## config.mk

```make
export PLATFORM = sky130hd
export DESIGN_NAME = bp_zynq_cfg_loader_flat
export DESIGN_NICKNAME = d
export VERILOG_FILES = /design/src/rtl/bp_zynq_cfg_loader_pkg.sv /design/src/rtl/bp_zynq_cfg_loader_if.sv /design/src/rtl/bp_zynq_cfg_loader_credits.sv /design/src/rtl/bp_zynq_cfg_loader.sv /design/src/flat_wrapper.sv
export SDC_FILE = /design/constraint.sdc
export NUM_CORES = 1
export LEC_CHECK = 0
export CAP_MARGIN = 0
export CELL_PAD_IN_SITES_DETAIL_PLACEMENT = 1
export CELL_PAD_IN_SITES_GLOBAL_PLACEMENT = 1
export CORE_MARGIN = 3
export CORE_UTILIZATION = 45
export CTS_CLUSTER_DIAMETER = 100
export DETAILED_ROUTE_END_ITERATION = 8
export DONT_BUFFER_PORTS = 1
export GPL_ROUTABILITY_DRIVEN = 0
export PLACE_DENSITY_LB_ADDON = 0.1
export SLEW_MARGIN = 15
export SYNTH_ARGS = -nofsm -noshare
export SYNTH_HDL_FRONTEND = slang
export SYNTH_HIERARCHICAL = 1
export SYNTH_SLANG_ARGS = --single-unit
```

## constraint.sdc

```tcl
create_clock -name clk_i -period 3.85 [get_ports clk_i]
set_input_delay 0.9625 -clock clk_i [delete_from_list [all_inputs] [get_ports clk_i]]
set_output_delay 0.9625 -clock clk_i [all_outputs]
set_load 0.01 [all_outputs]
```

## src/rtl/bp_zynq_cfg_loader_pkg.sv

```systemverilog
// Shared definitions for the BlackParrot boot-time config loader.
//   - FSM state encoding
//   - Per-core config-bus register offsets and entry count
//   - Helper mapping an entry index to its register offset
package bp_zynq_cfg_loader_pkg;

  typedef enum logic [2:0] {
    e_idle,
    e_config,
    e_unfreeze,
    e_drain,
    e_done
  } bp_zynq_cfg_loader_state_e;

  localparam logic [15:0] freeze_offset_gp      = 16'h0008;
  localparam logic [15:0] npc_offset_gp         = 16'h0010;
  localparam logic [15:0] icache_mode_offset_gp = 16'h0018;
  localparam logic [15:0] dcache_mode_offset_gp = 16'h0020;

  localparam int unsigned entries_per_core_gp = 4;
  localparam int unsigned entry_idx_width_gp  = 2;

  // Entry order within a core's config phase: freeze, npc, icache, dcache.
  function automatic logic [15:0] cfg_reg_offset(input logic [entry_idx_width_gp-1:0] k);
    logic [15:0] off;
    case (k)
      2'd0:    off = freeze_offset_gp;
      2'd1:    off = npc_offset_gp;
      2'd2:    off = icache_mode_offset_gp;
      default: off = dcache_mode_offset_gp;
    endcase
    return off;
  endfunction

endpackage

```

## src/rtl/bp_zynq_cfg_loader_if.sv

```systemverilog
// Config write port between the loader (master) and the shell's cfg
// write path (slave).
//   mem_v_o          master->slave  request valid
//   mem_addr_o       master->slave  write address
//   mem_data_o       master->slave  write data
//   mem_ready_and_i  slave->master  request accepted when high with mem_v_o
//   mem_resp_v_i     slave->master  write acknowledge, consumed same cycle
interface bp_zynq_cfg_loader_if #(
  parameter int paddr_width_p = 34,
  parameter int data_width_p  = 64
);

  logic                     mem_v_o;
  logic [paddr_width_p-1:0] mem_addr_o;
  logic [data_width_p-1:0]  mem_data_o;
  logic                     mem_ready_and_i;
  logic                     mem_resp_v_i;

  modport master (
    output mem_v_o, mem_addr_o, mem_data_o,
    input  mem_ready_and_i, mem_resp_v_i
  );

  modport slave (
    input  mem_v_o, mem_addr_o, mem_data_o,
    output mem_ready_and_i, mem_resp_v_i
  );

endinterface

```

## src/rtl/bp_zynq_cfg_loader_credits.sv

```systemverilog
// Up/down counter of outstanding (accepted but unacknowledged) writes.
//   clk_i, reset_i  clock, synchronous active-high reset
//   inc_i           a write was accepted this cycle
//   dec_i           a write acknowledge arrived this cycle
//   full_o          count == max_credits_p, no further issue allowed
//   empty_o         count == 0
//   spurious_o      acknowledge with nothing outstanding; count held at 0
module bp_zynq_cfg_loader_credits #(
  parameter int max_credits_p = 4
) (
  input  logic clk_i,
  input  logic reset_i,
  input  logic inc_i,
  input  logic dec_i,
  output logic full_o,
  output logic empty_o,
  output logic spurious_o
);

  localparam int cnt_width_lp = $clog2(max_credits_p + 1);

  logic [cnt_width_lp-1:0] count_q, count_d;

  assign empty_o = (count_q == '0);
  assign full_o  = (count_q == cnt_width_lp'(max_credits_p));

  // An ack landing in the same cycle as an issue pairs with it, so it is
  // never spurious even when the counter is empty.
  always_comb begin
    count_d    = count_q;
    spurious_o = dec_i & ~inc_i & empty_o;
    if (inc_i & ~dec_i) begin
      count_d = count_q + cnt_width_lp'(1);
    end else if (dec_i & ~inc_i & ~empty_o) begin
      count_d = count_q - cnt_width_lp'(1);
    end
  end

  always_ff @(posedge clk_i) begin
    if (reset_i) begin
      count_q <= '0;
    end else begin
      count_q <= count_d;
    end
  end

endmodule

```

## src/rtl/bp_zynq_cfg_loader.sv

```systemverilog
// Boot-time sequencer: writes freeze/npc/icache_mode/dcache_mode for every
// core through one credit-limited write port, then clears freeze on every
// core, waits for all acks and reports done.
//   clk_i, reset_i  clock, synchronous active-high reset
//   start_i         start pulse, honoured only in idle or done
//   busy_o          sequence in progress (config, unfreeze, drain)
//   done_o          all writes issued and acknowledged
//   error_o         sticky: ack received with no write outstanding
//   mem             config write port (master side)
module bp_zynq_cfg_loader
  import bp_zynq_cfg_loader_pkg::*;
#(
  parameter int                       num_core_p       = 1,
  parameter int                       paddr_width_p    = 34,
  parameter int                       data_width_p     = 64,
  parameter logic [paddr_width_p-1:0] cfg_base_addr_p  = 34'h0_0020_0000,
  parameter int                       core_stride_lg_p = 24,
  parameter logic [data_width_p-1:0]  boot_pc_p        = 64'h0000_0000_8000_0000,
  parameter int                       max_credits_p    = 4
) (
  input  logic                      clk_i,
  input  logic                      reset_i,
  input  logic                      start_i,
  output logic                      busy_o,
  output logic                      done_o,
  output logic                      error_o,
  bp_zynq_cfg_loader_if.master      mem
);

  localparam int core_w_lp = (num_core_p > 1) ? $clog2(num_core_p) : 1;

  bp_zynq_cfg_loader_state_e       state_q, state_d;
  logic [core_w_lp-1:0]            c_q, c_d;
  logic [entry_idx_width_gp-1:0]   k_q, k_d;
  logic                            error_q, error_d;

  logic                     handshake;
  logic                     last_core;
  logic                     last_entry;
  logic                     credits_full;
  logic                     credits_empty;
  logic                     credit_spurious;
  logic [paddr_width_p-1:0] core_base;

  bp_zynq_cfg_loader_credits #(
    .max_credits_p(max_credits_p)
  ) credits (
    .clk_i     (clk_i),
    .reset_i   (reset_i),
    .inc_i     (handshake),
    .dec_i     (mem.mem_resp_v_i),
    .full_o    (credits_full),
    .empty_o   (credits_empty),
    .spurious_o(credit_spurious)
  );

  assign busy_o  = (state_q == e_config) || (state_q == e_unfreeze) || (state_q == e_drain);
  assign done_o  = (state_q == e_done);
  assign error_o = error_q;

  assign mem.mem_v_o = ((state_q == e_config) || (state_q == e_unfreeze)) && !credits_full;
  assign handshake   = mem.mem_v_o & mem.mem_ready_and_i;

  assign last_core  = (c_q == core_w_lp'(num_core_p - 1));
  assign last_entry = (k_q == entry_idx_width_gp'(entries_per_core_gp - 1));
  assign core_base  = cfg_base_addr_p + (paddr_width_p'(c_q) << core_stride_lg_p);

  // Address/data are purely a function of state/c/k, so they hold while a
  // request is stalled on mem_ready_and_i.
  always_comb begin
    mem.mem_addr_o = '0;
    mem.mem_data_o = '0;
    case (state_q)
      e_config: begin
        mem.mem_addr_o = core_base + paddr_width_p'(cfg_reg_offset(k_q));
        mem.mem_data_o = (k_q == entry_idx_width_gp'(1)) ? boot_pc_p : data_width_p'(1);
      end
      e_unfreeze: begin
        mem.mem_addr_o = core_base + paddr_width_p'(freeze_offset_gp);
        mem.mem_data_o = '0;
      end
      default: ;
    endcase
  end

  always_comb begin
    state_d = state_q;
    c_d     = c_q;
    k_d     = k_q;
    error_d = error_q;

    case (state_q)
      e_idle, e_done: begin
        if (start_i) begin
          state_d = e_config;
          c_d     = '0;
          k_d     = '0;
          error_d = 1'b0;
        end
      end
      e_config: begin
        if (handshake) begin
          if (last_entry) begin
            k_d = '0;
            if (last_core) begin
              c_d     = '0;
              state_d = e_unfreeze;
            end else begin
              c_d = c_q + core_w_lp'(1);
            end
          end else begin
            k_d = k_q + entry_idx_width_gp'(1);
          end
        end
      end
      e_unfreeze: begin
        if (handshake) begin
          if (last_core) begin
            c_d     = '0;
            state_d = e_drain;
          end else begin
            c_d = c_q + core_w_lp'(1);
          end
        end
      end
      e_drain: begin
        if (credits_empty) begin
          state_d = e_done;
        end
      end
      default: state_d = e_idle;
    endcase

    // Stray acks outside a run (e.g. left over from before a reset) are dropped.
    if (busy_o && credit_spurious) begin
      error_d = 1'b1;
    end
  end

  always_ff @(posedge clk_i) begin
    if (reset_i) begin
      state_q <= e_idle;
      c_q     <= '0;
      k_q     <= '0;
      error_q <= 1'b0;
    end else begin
      state_q <= state_d;
      c_q     <= c_d;
      k_q     <= k_d;
      error_q <= error_d;
    end
  end

endmodule
```

## src/flat_wrapper.sv

```systemverilog
// flat-port wrapper written by rule: the top's interface ports become plain ports
module bp_zynq_cfg_loader_flat import bp_zynq_cfg_loader_pkg::*;
#(
  parameter int                       num_core_p       = 1,
  parameter int                       paddr_width_p    = 34,
  parameter int                       data_width_p     = 64,
  parameter logic [paddr_width_p-1:0] cfg_base_addr_p  = 34'h0_0020_0000,
  parameter int                       core_stride_lg_p = 24,
  parameter logic [data_width_p-1:0]  boot_pc_p        = 64'h0000_0000_8000_0000,
  parameter int                       max_credits_p    = 4
)
  (clk_i, reset_i, start_i, busy_o, done_o, error_o, mem_mem_v_o, mem_mem_addr_o, mem_mem_data_o, mem_mem_ready_and_i, mem_mem_resp_v_i);
  bp_zynq_cfg_loader_if #(.paddr_width_p(paddr_width_p), .data_width_p(data_width_p)) mem_i ();
  input  logic clk_i;
  input  logic reset_i;
  input  logic start_i;
  output logic busy_o;
  output logic done_o;
  output logic error_o;
  output wire logic [$bits(mem_i.mem_v_o)-1:0] mem_mem_v_o;
  output wire logic [$bits(mem_i.mem_addr_o)-1:0] mem_mem_addr_o;
  output wire logic [$bits(mem_i.mem_data_o)-1:0] mem_mem_data_o;
  input wire logic [$bits(mem_i.mem_ready_and_i)-1:0] mem_mem_ready_and_i;
  input wire logic [$bits(mem_i.mem_resp_v_i)-1:0] mem_mem_resp_v_i;
  assign mem_mem_v_o = mem_i.mem_v_o;
  assign mem_mem_addr_o = mem_i.mem_addr_o;
  assign mem_mem_data_o = mem_i.mem_data_o;
  assign mem_i.mem_ready_and_i = mem_mem_ready_and_i;
  assign mem_i.mem_resp_v_i = mem_mem_resp_v_i;
  bp_zynq_cfg_loader #(.num_core_p(num_core_p), .paddr_width_p(paddr_width_p), .data_width_p(data_width_p), .cfg_base_addr_p(cfg_base_addr_p), .core_stride_lg_p(core_stride_lg_p), .boot_pc_p(boot_pc_p), .max_credits_p(max_credits_p)) u_core (.clk_i(clk_i), .reset_i(reset_i), .start_i(start_i), .busy_o(busy_o), .done_o(done_o), .error_o(error_o), .mem(mem_i));
endmodule
```

Yosys cells after proc, flatten, opt, wreduce, memory -nomap -nowiden
Index checks and enable logic that the tools add are counted.
Widths: inputs -> output; s select.
{"block": "word_totals", "register_bits": 10, "latchBits": 0, "ramBits": 0, "rom_bits": 0, "memories": 0}
{"block": "classes", "n_addsub": 7, "n_mul": 0, "div_mod_pow": 0, "n_lt_le_gt_ge": 0, "eq_ne": 15, "shifts": 0, "mux": 27, "bitwise_logic": 8, "n_reduce_logical": 18}
{"operator": "$pmux 34 s2", "n": 1}
{"operator": "$mux 64", "n": 1}
{"operator": "$add 34x16->34", "n": 1}
{"operator": "$add 34x4->34 const B", "n": 1}
{"operator": "$mux 32", "n": 1}
{"operator": "$mux 3", "n": 9}
{"operator": "$add 22x25->26 const A", "n": 1}
{"operator": "$pmux 6 s3", "n": 1}
{"operator": "$mux 16", "n": 1}
{"operator": "$ne 2x2->1 const B", "n": 6}
{"operator": "$pmux 3 s4", "n": 1}
{"operator": "$reduce_bool 2->1", "n": 4}
{"operator": "$mux 1", "n": 7}
{"operator": "$reduce_and 7->1", "n": 1}
{"operator": "$eq 3x2->1 const B", "n": 2}
{"operator": "$eq 3x3->1 const B", "n": 2}
{"operator": "$logic_not 3->1", "n": 2}
{"operator": "$mux 2", "n": 3}
{"operator": "$and 1x1->1", "n": 5}
{"operator": "$reduce_and 5->1", "n": 1}
{"operator": "$eq 2x2->1 const B", "n": 2}
{"operator": "$pmux 2 s2", "n": 1}
{"operator": "$add 3x1->3 const B", "n": 1}
{"operator": "$eq 3x1->1 const B", "n": 1}
{"operator": "other kinds (15)", "n": 19}

Longest topological paths before layout
{"block": "depth", "depth_word": 10, "ltp_mapped": 11}

By module
Netlist, hierarchy kept.
{"mod": "bp_zynq_cfg_loader", "instances": 1, "cells_each": 154, "area_per_inst_um2": 1159.9, "seq_area_each_um2": 120.1}
{"mod": "bp_zynq_cfg_loader_credits", "instances": 1, "cells_each": 25, "area_per_inst_um2": 219.0, "seq_area_each_um2": 60.1}

Least setup slack after synthesis
Ideal clock, no wire load.
{"block": "synth_path", "path_type": "in2reg", "from": "input port mem_mem_ready_and_i", "to": "register u_core.credits.count_q[2]", "setup_time_ps": 59, "t_arrival_ps": 2803, "required_time_ps": 3791, "setup_slack_ps": 988, "cell_stages": 8, "n_path_buf": 0, "path_cell_list": "nor2b_1 nor2b_1 nor2b_1 inv_1 fa_1 and3b_1 a221oi_2 o31a_1"}
{"block": "synth_via", "elab_chain_cells": 5, "word_cells_on_any_way": 7, "classes_between": "mux: 1; bitwise: 5; reduce/logical: 1"}
{"item": "start, declared", "line_no": "flat_wrapper.sv:23", "source": "input wire logic [$bits(mem_i.mem_ready_and_i)-1:0] mem_mem_ready_and_i;"}
{"item": "$and 1x1->1 (*)", "line_no": "bp_zynq_cfg_loader.sv:62", "source": "assign handshake = mem.mem_v_o & mem.mem_ready_and_i;"}
{"item": "via u_core.handshake", "line_no": "bp_zynq_cfg_loader.sv:37", "source": "logic handshake;"}
{"item": "$not 1->1", "line_no": "bp_zynq_cfg_loader_credits.sv:34", "source": "end else if (dec_i & ~inc_i & ~empty_o) begin"}
{"item": "$and 1x1->1 (2 in series)", "line_no": "bp_zynq_cfg_loader_credits.sv:34"}
{"item": "$reduce_bool 2->1 (no source line)"}
{"item": "end signal, assigned", "line_no": "bp_zynq_cfg_loader_credits.sv:43", "source": "count_q <= count_d;"}
{"item": "end, declared", "line_no": "bp_zynq_cfg_loader_credits.sv:22", "source": "logic [cnt_width_lp-1:0] count_q, count_d;"}
Mark *: on every way through the listed nets, which the timed path passes. The rest lies on a longest branch.
A chain may end at the register's enable or synchronous reset.

Final worst setup path
{"block": "layout_path", "from": "register u_core.credits.count_q[0]", "to": "register u_core.credits.count_q[2]"}
{"block": "layout_via", "elab_chain_cells": 8, "word_cells_on_any_way": 15, "classes_between": "add/sub: 2; eq/ne: 1; mux: 2; bitwise: 6; reduce/logical: 4"}
{"item": "$eq 3x3->1 (*)", "line_no": "bp_zynq_cfg_loader_credits.sv:25", "source": "assign full_o = (count_q == cnt_width_lp'(max_credits_p));"}
{"item": "via u_core.credits_full", "line_no": "bp_zynq_cfg_loader.sv:40", "source": "logic credits_full;"}
{"item": "$logic_not 1->1 (*)", "line_no": "bp_zynq_cfg_loader.sv:61", "source": "assign mem.mem_v_o = ((state_q == e_config) || (state_q == e_unfreeze)) && !credits_full;"}
{"item": "$logic_and 1x1->1 (*)", "line_no": "bp_zynq_cfg_loader.sv:61"}
{"item": "$and 1x1->1 (*)", "line_no": "bp_zynq_cfg_loader.sv:62"}
{"item": "via u_core.handshake", "line_no": "bp_zynq_cfg_loader.sv:37"}
{"item": "$not 1->1", "line_no": "bp_zynq_cfg_loader_credits.sv:34"}
{"item": "$and 1x1->1 (2 in series)", "line_no": "bp_zynq_cfg_loader_credits.sv:34"}
{"item": "$reduce_bool 2->1 (no source line)"}
Mark *: on every way through the listed nets, which the timed path passes. The rest lies on a longest branch. The select of a mux whose other input is x is not followed.

==> impl_metrics.tcl <==
set metrics [dict create \
    status "finished, final reports clean" \
    ys_seq_elements 9 \
    grt_pass1_wl_um 3310 \
    postCtsSetupBuffers 0 \
    via_count 830 \
    cts_root_buf "clkbuf_4" \
    postLayoutCoreUtil_pct 37.9 \
    grt_start_max_net_pins 10 \
    clockBufferDepth 2 \
    fp.dieW_um 61.4 \
    drc 0 \
    path_delay_family "simple AND/OR/NAND/NOR gates" \
    async_flop_share_pct 0 \
    viasPerCell 3.95 \
    critPathMaxStageDelay_ns 0.45 \
    grt_pass1_vias 713 \
    port-buffer-count 0 \
    post_drt_wl_per_cell_um 11.4 \
    synthFlopType "dfxtp_1" \
    vdd_drop_max_v 0.000203 \
    cts_buffers 3 \
    hold_viol 0 \
    pre_cts_ws_ns 0.668 \
    end_kind "register" \
    first_pass_iters 4 \
    crit_start "u_core/credits/count_q[0]$_SDFFE_PP0P_" \
    synth_cell_type_count 33 \
    ys_top_cells_by_area "buf_4 (51%), dfxtp_1 (13%), ha_1 (3.6%)" \
    critical_path_required_ns 4.05 \
    syn_to_final_growth_pct -22.2 \
    fin_cells 210 \
    skew_ns 0.00534 \
    htreeDepth 1 \
    synth_top_area_share_pct 50.6 \
    cts_tree "yes" \
    start_util_pct 48.7 \
    drt_iter0_drc 9 \
    cts_resized 0 \
    clk_latency_ns 0.26 \
    fin_setup_tns_ns 0 \
    yosysTopAreaCell "buf_4" \
    dp_hpwl_um 2090 \
    yosysSeqAreaShare_pct 13.1 \
    crit_path_frequent_cell "nor2b_1" \
    coreArea_um2 2830 \
    cts_num_sinks 9 \
    critPathSlowestCell "dfxtp_1" \
    grt_antenna_before_repair 0 \
    clk_pin_slew_worst_paths_ns 0.07 \
    avgSynthCellArea_um2 7.70 \
    grt_use_total_pct 11.9 \
    grt.overflow.total 0 \
    timing.fmax_mhz 341 \
    synth_edf_count 0 \
    fin_ws_ns 0.913 \
    io-pin-count 107 \
    period_needed_ns 2.94 \
    r2r-start "u_core/credits/count_q[0]$_SDFFE_PP0P_" \
    ys_top_cells_by_count "buf_4 (93), nor2_1 (10), dfxtp_1 (9), nand2_1 (7)" \
    critPathBufInv 1 \
    hp-class "reg2reg" \
    dieArea_um2 3760 \
    crit_type "reg2reg" \
    final_max_slew_viol_count 0 \
    cts_hold_buf 0 \
    rows 19 \
    synth_area_um2 1380 \
    post-place-cells 206 \
    yosys.cell_count.top_type "buf_4" \
    ant_nets 0 \
    setup_viol 0 \
    powerDensity_nw_per_um2 513 \
    maxCapViolations 0 \
    p_leak_nw 0.590 \
    layout-drive-gt1-share_pct 6.15 \
    crit_fanout 6 \
    whs_ns 0.525 \
    wl_um 2400 \
    worstPathCellList "nor2_1, and2_1, nor2b_1, nor2b_1, nor2b_1, inv_1, fa_1, and3b_1, a221oi_2, o31a_1" \
    n_antenna_cell 0 \
    cp_data_arrival_time_ns 3.14 \
    fin_nets 190 \
    rsz0062_at_grt "no" \
    fp.dieH_um 61.4 \
    yosysWarnings 6 \
    cp-start-kind "register" \
    finalCritPeriodShare_pct 76.3 \
    netlist_instances 179 \
    holdCritStartpoint "u_core/k_q[1]$_SDFFE_PP0P_" \
]
-- metal layers --
metal	GRT usage [%]	part of all wire, %	wire (um)
met1	13.8	36	870
met2	20.7	53	1260
met3	2.31	9.8	235
met4	6.06	1.1	26
met5	0	0	0
-- final timing paths --
path | depth (start not counted) | end | slack (ns)
max reg2reg | 10 | u_core/credits/count_q[2]$_SDFFE_PP0P_ | 0.91
max | 10 | u_core/credits/count_q[2]$_SDFFE_PP0P_ | 0.91
min | 2 | u_core/k_q[1]$_SDFFE_PP0P_ | 0.53
min reg2reg | 2 | u_core/k_q[1]$_SDFFE_PP0P_ | 0.53
-- sequential cells by signal, summed over array words and instances (netlist names) --
| signal | cells |
|---|---|
| u_core/k_q | 2 |
| u_core/state_q | 3 |
| u_core/error_o | 1 |
| u_core/credits/count_q | 3 |
-- per-stage QoR --
step,total power [mW],cell area [um2]
floorplan,0.494,1720
global placement,0.464,1040
detailed placement,0.474,1040
CTS,0.551,1070
global route,0.604,1070
finish,0.550,1070
-- worst register-to-register path: cells and delay by family, from the launching register on --
kind	cells	cell delay (ns)
buffers and inverters	1	0.14
AOI/OAI and AO/OA	2	0.43
DFF	1	0.45
and+or+nand+nor	6	1.43
adders and majority gates	1	0.42
-- cell type report --
cell class / count / area (um2)
multi-input cells: 159 / 800
fillers: 392 / 1760
clock buffers: 3 / 22.5
well taps: 31 / 38.8
inverters: 7 / 26.3
flip-flops and latches: 9 / 180
clock inverters: 1 / 5.00
-- kinds of logic after synthesis --
kind of cell | after synthesis | share of synthesized area (%)
mux | 2 | 1.45
other cells | 1 | 0.272
compound gates | 14 | 7.99
buf+inv | 102 | 53.7
flops | 9 | 13.1
fa+ha+maj | 5 | 5.08
simple gates | 46 | 18.4
-- cell usage in the layout, fill, tap and decap left out, drive strengths merged --
cell type  Yosys  layout
a211oi         2       2
nor3           3       3
o31a           1       1
a31oi          2       2
nor2b          6       6
inv            7       7
mux2i          2       2
and3b          1       1
or3            3       3
nand2          8       8
fa             1       1
and2           5       5
conb           1      92
nand2b         3       3
dfxtp          9       9
a22oi          1       1
nor2          10      10
clkinv         0       1
nor3b          1       1
a21oi          4       4
clkbuf         0       3
ha             4       4
o22ai          1       1
nand3          6       6
a21o           1       1
a221oi         2       2
-- power breakdown --
group          internal [mW]  switching [mW]  leakage, nW
logic                  0.113           0.196        0.499
clock network         0.0383          0.0374       0.0177
registers              0.120          0.0450       0.0736
total                  0.271           0.278        0.590
Note: power is estimated with default switching activity, not from simulation.
